<file path="src/rtl/axi_rresp_arbiter_s2m.sv">
// R-channel return arbiter: 3 slave ports onto one master port.
// Optional RRESP_ERR_CNT_EN adds an error-beat counter (err_cnt/err_clr).
module axi_rresp_arbiter_s2m #(
  parameter int DW  = 32,
  parameter int IDW = 4,
  parameter int NUM = 3
) (
  input  logic               clk,
  input  logic               rst_n,
  input  logic               arbiter_type,
  input  logic [NUM-1:0]     s_rvalid,
  input  logic [NUM*DW-1:0]  s_rdata,
  input  logic [NUM*IDW-1:0] s_rid,
  input  logic [2*NUM-1:0]   s_rresp,
  input  logic [NUM-1:0]     s_rlast,
  output logic [NUM-1:0]     s_rready,
  output logic               m_rvalid,
  output logic [DW-1:0]      m_rdata,
  output logic [IDW-1:0]     m_rid,
  output logic [1:0]         m_rresp,
  output logic               m_rlast,
  input  logic               m_rready,
  output logic               busy
`ifdef RRESP_ERR_CNT_EN
  ,
  input  logic               err_clr,
  output logic [7:0]         err_cnt
`endif
);

  typedef enum logic {IDLE, LOCKED} state_t;

  state_t         state_q, state_d;
  logic [NUM-1:0] grant_q, grant_d;
  logic [NUM-1:0] last_q, last_d;
  logic [NUM-1:0] rr_win, fp_win;
  logic           burst_end;

  // Winner candidates for both modes
  always_comb begin
    fp_win = '0;
    if (s_rvalid[0])      fp_win = 3'b001;
    else if (s_rvalid[1]) fp_win = 3'b010;
    else if (s_rvalid[2]) fp_win = 3'b100;
    rr_win = '0;
    unique case (1'b1)
      last_q[0]: begin
        if (s_rvalid[1])      rr_win = 3'b010;
        else if (s_rvalid[2]) rr_win = 3'b100;
        else if (s_rvalid[0]) rr_win = 3'b001;
      end
      last_q[1]: begin
        if (s_rvalid[2])      rr_win = 3'b100;
        else if (s_rvalid[0]) rr_win = 3'b001;
        else if (s_rvalid[1]) rr_win = 3'b010;
      end
      default: begin
        if (s_rvalid[0])      rr_win = 3'b001;
        else if (s_rvalid[1]) rr_win = 3'b010;
        else if (s_rvalid[2]) rr_win = 3'b100;
      end
    endcase
  end

  // Pass-through mux from the granted slave
  always_comb begin
    m_rvalid = 1'b0;
    m_rdata  = '0;
    m_rid    = '0;
    m_rresp  = '0;
    m_rlast  = 1'b0;
    s_rready = '0;
    if (state_q == LOCKED) begin
      unique case (1'b1)
        grant_q[0]: begin
          m_rvalid    = s_rvalid[0];
          m_rdata     = s_rdata[0*DW +: DW];
          m_rid       = s_rid[0*IDW +: IDW];
          m_rresp     = s_rresp[0 +: 2];
          m_rlast     = s_rlast[0];
          s_rready[0] = m_rready;
        end
        grant_q[1]: begin
          m_rvalid    = s_rvalid[1];
          m_rdata     = s_rdata[1*DW +: DW];
          m_rid       = s_rid[1*IDW +: IDW];
          m_rresp     = s_rresp[2 +: 2];
          m_rlast     = s_rlast[1];
          s_rready[1] = m_rready;
        end
        grant_q[2]: begin
          m_rvalid    = s_rvalid[2];
          m_rdata     = s_rdata[2*DW +: DW];
          m_rid       = s_rid[2*IDW +: IDW];
          m_rresp     = s_rresp[4 +: 2];
          m_rlast     = s_rlast[2];
          s_rready[2] = m_rready;
        end
        default: ;
      endcase
    end
  end

  assign burst_end = m_rvalid & m_rready & m_rlast;
  assign busy      = (state_q == LOCKED);

  // Next-state: grant in IDLE, release after the RLAST handshake
  always_comb begin
    state_d = state_q;
    grant_d = grant_q;
    last_d  = last_q;
    unique case (state_q)
      IDLE: begin
        if (|s_rvalid) begin
          grant_d = arbiter_type ? fp_win : rr_win;
          state_d = LOCKED;
        end
      end
      LOCKED: begin
        if (burst_end) begin
          state_d = IDLE;
          last_d  = grant_q;
          grant_d = '0;
        end
      end
    endcase
  end

  // State, grant and round-robin history registers
  always_ff @(posedge clk or negedge rst_n) begin
    if (!rst_n) begin
      state_q <= IDLE;
      grant_q <= '0;
      last_q  <= '0;
    end else begin
      state_q <= state_d;
      grant_q <= grant_d;
      last_q  <= last_d;
    end
  end

`ifdef RRESP_ERR_CNT_EN
  logic err_beat;
  assign err_beat = m_rvalid & m_rready & m_rresp[1];

  // Saturating count of SLVERR/DECERR beats; clear wins
  always_ff @(posedge clk or negedge rst_n) begin
    if (!rst_n)                          err_cnt <= '0;
    else if (err_clr)                    err_cnt <= '0;
    else if (err_beat && err_cnt != 8'hFF) err_cnt <= err_cnt + 8'd1;
  end
`endif

endmodule

</file>
<file path="config.mk">
export PLATFORM = sky130hd
export DESIGN_NAME = axi_rresp_arbiter_s2m
export DESIGN_NICKNAME = d
export VERILOG_FILES = /design/src/rtl/axi_rresp_arbiter_s2m.sv
export SDC_FILE = /design/constraint.sdc
export NUM_CORES = 1
export LEC_CHECK = 0
export CELL_PAD_IN_SITES_DETAIL_PLACEMENT = 1
export CELL_PAD_IN_SITES_GLOBAL_PLACEMENT = 2
export CORE_ASPECT_RATIO = 0.75
export CORE_UTILIZATION = 10
export CTS_CLUSTER_SIZE = 28
export DETAILED_ROUTE_END_ITERATION = 12
export HOLD_SLACK_MARGIN = 0.02
export PLACE_DENSITY_LB_ADDON = 0.25
export SYNTH_ARGS = -nofsm -noshare
export SYNTH_HDL_FRONTEND = slang
export SYNTH_SLANG_ARGS = --single-unit
</file>
<file path="constraint.sdc">
create_clock -name clk -period 1.55 [get_ports clk]
set_input_delay 0.2325 -clock clk [delete_from_list [all_inputs] [get_ports clk]]
set_output_delay 0.2325 -clock clk [all_outputs]
set_load 0.005 [all_outputs]
</file>
* Word level (Yosys, flattened, before mapping)
Cells that the tools add are included.
** Storage, ports and cells
- Register bits after elaboration :: 6
- Input bits :: 124
- Output and inout bits :: 44
- Logic and storage cells :: 42
** Operators by class
- Equal/unequal tests :: 2
- Muxes and demuxes :: 31
- Bitwise operators :: 3
- Reduce and logical (&&, ||, !) cells :: 3
** Operator list (number)
- case mux 32 bit (3 select lines) :: 1
- 2-to-1 mux 3 bit :: 11
- 2-to-1 mux 32 bit :: 1
- case mux 3 bit (2 select lines) :: 2
- case mux 4 bit (3 select lines) :: 1
- 2-to-1 mux 1 bit :: 8
- case mux 1 bit (3 select lines) :: 2
- case mux 2 bit (3 select lines) :: 1
- 2-to-1 mux 2 bit :: 2
- 2-to-1 mux 4 bit :: 1
- AND reduction 2 bit :: 2
- OR reduction 3 bit :: 1
- AND 1 bit :: 2
- != test 2 x 1 -> 1 bit (second input constant) :: 1
- != test 2 bit (second input constant) :: 1
- case mux 1 bit (2 select lines) :: 1
- inverter 1 bit :: 1

* Logic depth before layout (Yosys ltp)
- Word-level depth :: 7
- Depth in mapped cells :: 5
- Gate-level depth less buffers :: 4

* Worst setup path before layout
OpenSTA, ideal clock, no wires.
- Path type :: register to output
- Start :: reg grant_q[1]
- End :: out m_rdata[21]
- Arrival :: 1.305 ns
- Required time :: 1.317 ns
- Setup slack :: 0.013 ns
- Stages on the path, launching flop included :: 5
- Path buffers :: 2
- Path through :: dfrtp_1 buf_4 o31ai_2 clkbuf_1 nor2_1
** Between the ends
- Longest elaborated chain between the ends :: 2
** Ends and longest elaborated chain
- start: declaration :: RTL line 34 : logic [NUM-1:0] grant_q, grant_d;
- start signal: assignment :: RTL line 137 : grant_q <= grant_d;
- case mux 32 bit (3 select lines) :: RTL line 74 : unique case (1'b1)
- 2-to-1 mux 32 bit :: RTL line 73 : if (state_q == LOCKED) begin
- end: declaration :: RTL line 18 : output logic [DW-1:0] m_rdata,
Every way passes these cells.

* Worst setup path in the final report
- Start :: reg grant_q[0]
- End :: out m_rvalid
** Between the ends
- Longest elaborated chain between the ends :: 2
** Ends and longest elaborated chain
- case mux 1 bit (3 select lines) :: RTL line 74
- 2-to-1 mux 1 bit :: RTL line 73
- end: declaration :: RTL line 17 : output logic m_rvalid,
Every way passes these cells.

==> run_summary.xml <==
<?xml version="1.0" encoding="UTF-8"?>
<metrics>
  <group name="worst_hold_path">
    <metric name="timing.hold.worst.class" unit="">input pin to async pin</metric>
  </group>
  <group name="cts">
    <metric name="clock_latency" unit="ns">0.23</metric>
    <metric name="ctsHtreeMaxLevel" unit="">1</metric>
    <metric name="tritoncts" unit="">yes</metric>
    <metric name="cts_buffers" unit="">3</metric>
    <metric name="clkSlewWorstSetupHoldPaths" unit="ns">0.04</metric>
    <metric name="cts_root_buf" unit="">clkbuf_16</metric>
    <metric name="tritoncts_num_sinks" unit="">6</metric>
    <metric name="cts-root-to-sink-buffers" unit="">2</metric>
  </group>
  <group name="cells_and_area">
    <metric name="sequential_cell_area" unit="um2">151.4</metric>
    <metric name="multi_input_area" unit="um2">844.6</metric>
    <metric name="synthToLayoutAreaGrowth" unit="%">228.6</metric>
    <metric name="final-instance-count-excl-fill" unit="">451</metric>
    <metric name="nNetsFinal" unit="">449</metric>
    <metric name="antennaDiodeCount" unit="">0</metric>
    <metric name="final_layout_size_suffix_gt1_frac" unit="">0.3467</metric>
    <metric name="layout_commonest_cell" unit="">clkdlybuf4s50_1</metric>
    <metric name="filler_cell_count" unit="">1097</metric>
    <metric name="final_design_area_no_fill" unit="mm2">0.003194</metric>
    <metric name="layout.cells.most_common_list" unit="">clkdlybuf4s50_1 (124), a222oi_1 (40), buf_2 (39)</metric>
  </group>
  <group name="timing">
    <metric name="timing.final.hold_violations" unit="">0</metric>
    <metric name="min_period" unit="ns">1.875</metric>
    <metric name="hold-worst-slack" unit="ns">0.2536</metric>
    <metric name="min_period_over_period" unit="">1.210</metric>
    <metric name="slew_headroom" unit="">0.6636</metric>
    <metric name="setup_total_negative_slack" unit="ns">-12.39</metric>
    <metric name="fin_skew" unit="ns">0.001402</metric>
    <metric name="rsz0062_at_grt" unit="">true</metric>
    <metric name="fmax" unit="MHz">533.3</metric>
    <metric name="timing.final.max_slew_violations" unit="">0</metric>
    <metric name="finalSetupViolCount" unit="">46</metric>
    <metric name="fin_ws" unit="ns">-0.3251</metric>
    <metric name="tightest_slew" unit="ns">0.5046</metric>
  </group>
  <group name="critical_path">
    <metric name="worstPathRequired" unit="ns">1.32</metric>
    <metric name="endpoint" unit="">m_rvalid</metric>
    <metric name="critical_path.startpoint_type" unit="">register</metric>
    <metric name="rr_worst_depth" unit="">7</metric>
    <metric name="element_type_at_the_critical_path_end" unit="">primary output</metric>
    <metric name="setup.worst_path.start" unit="">grant_q[0]</metric>
    <metric name="path_class" unit="">register to primary output</metric>
    <metric name="critical_path_peak_fanout" unit="">6</metric>
    <metric name="crit-reg2reg-capture" unit="">last_q[0]</metric>
    <metric name="critical_path_arrival" unit="ns">1.64</metric>
    <metric name="timing.reg2reg.setup_slack" unit="ns">-0.29</metric>
    <metric name="rr_startpoint" unit="">grant_q[0]</metric>
  </group>
  <group name="routing">
    <metric name="detail_route.wl_per_cell" unit="um">16.97</metric>
    <metric name="drcViolationCount" unit="">0</metric>
    <metric name="wirelength" unit="um">7654</metric>
    <metric name="first_iter_violations" unit="">202</metric>
    <metric name="avgViaCountPerCell" unit="">4.506</metric>
    <metric name="drtAntennaViolNets" unit="">0</metric>
    <metric name="detailroute.via_count" unit="">2032</metric>
    <metric name="first_pass_iters" unit="">7</metric>
  </group>
  <group name="place">
    <metric name="numPlacedInstances" unit="">430</metric>
    <metric name="detailed_place_hpwl" unit="um">5693</metric>
    <metric name="portBuffers" unit="">167</metric>
    <metric name="final_weighted_congestion_in_routability_driven_placement" unit="">0.7428</metric>
    <metric name="dpl-instance-area" unit="mm2">0.002917</metric>
  </group>
  <group name="floorplan">
    <metric name="die-width" unit="um">115.9</metric>
    <metric name="floorplan.core_area" unit="mm2">0.009234</metric>
    <metric name="floorplan.die.height" unit="um">87.39</metric>
    <metric name="initial_utilization" unit="">0.1053</metric>
    <metric name="die_area" unit="mm2">0.01012</metric>
    <metric name="core.rowCount" unit="">30</metric>
    <metric name="top_level_ports" unit="">168</metric>
  </group>
  <group name="logic_synthesis">
    <metric name="synth-async-reset-ratio" unit="">1.000</metric>
    <metric name="ys_types" unit="">21</metric>
    <metric name="ys_ff_latch" unit="">6</metric>
    <metric name="synth.cell_area" unit="um2">972.2</metric>
    <metric name="syn_nets" unit="">258</metric>
    <metric name="synth_enable_flop_cells" unit="">0</metric>
    <metric name="syn-mean-instance-area" unit="um2">7.255</metric>
    <metric name="synth_warnings" unit="">0</metric>
    <metric name="seq_total_area_yosys" unit="">0.1544</metric>
    <metric name="syn_inst" unit="">134</metric>
    <metric name="synth_flop_cell" unit="">dfrtp_1</metric>
  </group>
  <group name="global_routing">
    <metric name="first_global_vias" unit="">2160</metric>
    <metric name="wire_length_of_the_first_global_routing_pass" unit="um">11050</metric>
    <metric name="grt_antenna_before_repair" unit="">0</metric>
    <metric name="grt_max_degree" unit="">31</metric>
    <metric name="global_route.overflow_total" unit="">0</metric>
    <metric name="grt.total_usage" unit="">0.1411</metric>
  </group>
  <group name="power">
    <metric name="ir_drop" unit="mV">0.2748</metric>
    <metric name="pwr_density_cell" unit="mW/mm2">287.9</metric>
    <metric name="leakage_dissipation" unit="uW">0.001277</metric>
  </group>
  <group name="run">
    <metric name="max_cap_violations" unit="">0</metric>
  </group>
  <group name="status">
    <metric name="run_status" unit="">finished with violations</metric>
    <metric name="violations" unit="">setup timing</metric>
  </group>
</metrics>
[metrics by stage]
step	utilization	setup slack [ns]	power (uW)
floorplan	-	0.01276	168.2
global placement	0.3159	-0.3291	492.3
detailed placement	0.3159	-0.3324	497.8
CTS	0.3413	-0.3231	926.7
global route	0.3459	-0.3859	953.7
finish	0.3459	-0.3251	919.8
[kinds of logic after synthesis]
group | count (synthesis) | share of synthesized area
multiplexers | 1 | 0.01544
AO/OA/AOI/OAI | 50 | 0.4839
AND/OR/NAND/NOR | 54 | 0.2445
flip-flops | 6 | 0.1544
buffers and inverters | 23 | 0.1017
[sequential cells by signal (all words and copies together), names as in the netlist]
register,flops
busy,1
grant_q,3
last_q,2
[synthesized netlist by cell type, types with 2 or more instances]
cell type  count  area, um2
a21oi_1        4      20.02
a222oi_1      40      400.4
and3_1         4      25.02
clkbuf_1      16      60.06
dfrtp_1        6      150.1
inv_1          4      15.01
nand2_1        3      11.26
nor2_1        42      157.7
nor3_1         2      10.01
o2bb2ai_1      2      17.52
[power breakdown]
group | leakage (uW) | internal [uW] | switching (uW)
Combinational | 0.00117 | 278 | 61.9
Clock | 0.0000370 | 332 | 91.0
Sequential | 0.0000717 | 158 | 0
[how the worst min path moves through the flow]
stage / depth (start not counted) / from / slack, ns / end
2_1_floorplan: 0 / rst_n / -0.06 / busy
3_3_place_gp: 1 / rst_n / 0.50 / last_q[1]
3_5_place_dp: 1 / rst_n / 0.50 / last_q[1]
4_1_cts: 1 / rst_n / 0.26 / last_q[1]
5_1_grt: 1 / rst_n / 0.28 / last_q[1]
6_report: 1 / rst_n / 0.25 / last_q[1]
[layer usage]
layer	vias to the layer above	share of wire	wire length [um]	global-route usage
li1	954	-	-	-
met2	116	0.51	3911	0.2749
met1	958	0.38	2898	0.1534
met5	-	0	0	0
met4	0	0.0041	31	0.01748
met3	4	0.11	813	0.04106
[worst max-delay path: stages (launching register included)]
cell	delay, ns
dfrtp_1	0.40
buf_12	0.15
buf_6	0.11
a222oi_1	0.42
buf_4	0.19
nor2_2	0.03
buf_2	0.12
[layout make-up]
| cell class | count | share of cell area |
|---|---|---|
| Multi-Input combinational cell | 105 | 0.2644 |
| Timing Repair Buffer | 205 | 0.6099 |
| Sequential cell | 6 | 0.04740 |
| Clock buffer | 3 | 0.02350 |
| Inverter | 4 | 0.004700 |
| Tap cell | 128 | 0.05014 |
[repair_timing]
| action | 4_1_cts | 5_1_grt |
|---|---|---|
| hold buffers | 0 | 0 |
| pin swaps | 34 | 17 |
| gates cloned | 3 | 0 |
| resized for setup | 205 | 25 |
| endpoints found under the setup margin | 49 | 48 |
| setup buffers | 18 | 1 |
No activity file was read; power rests on OpenSTA's default activity.
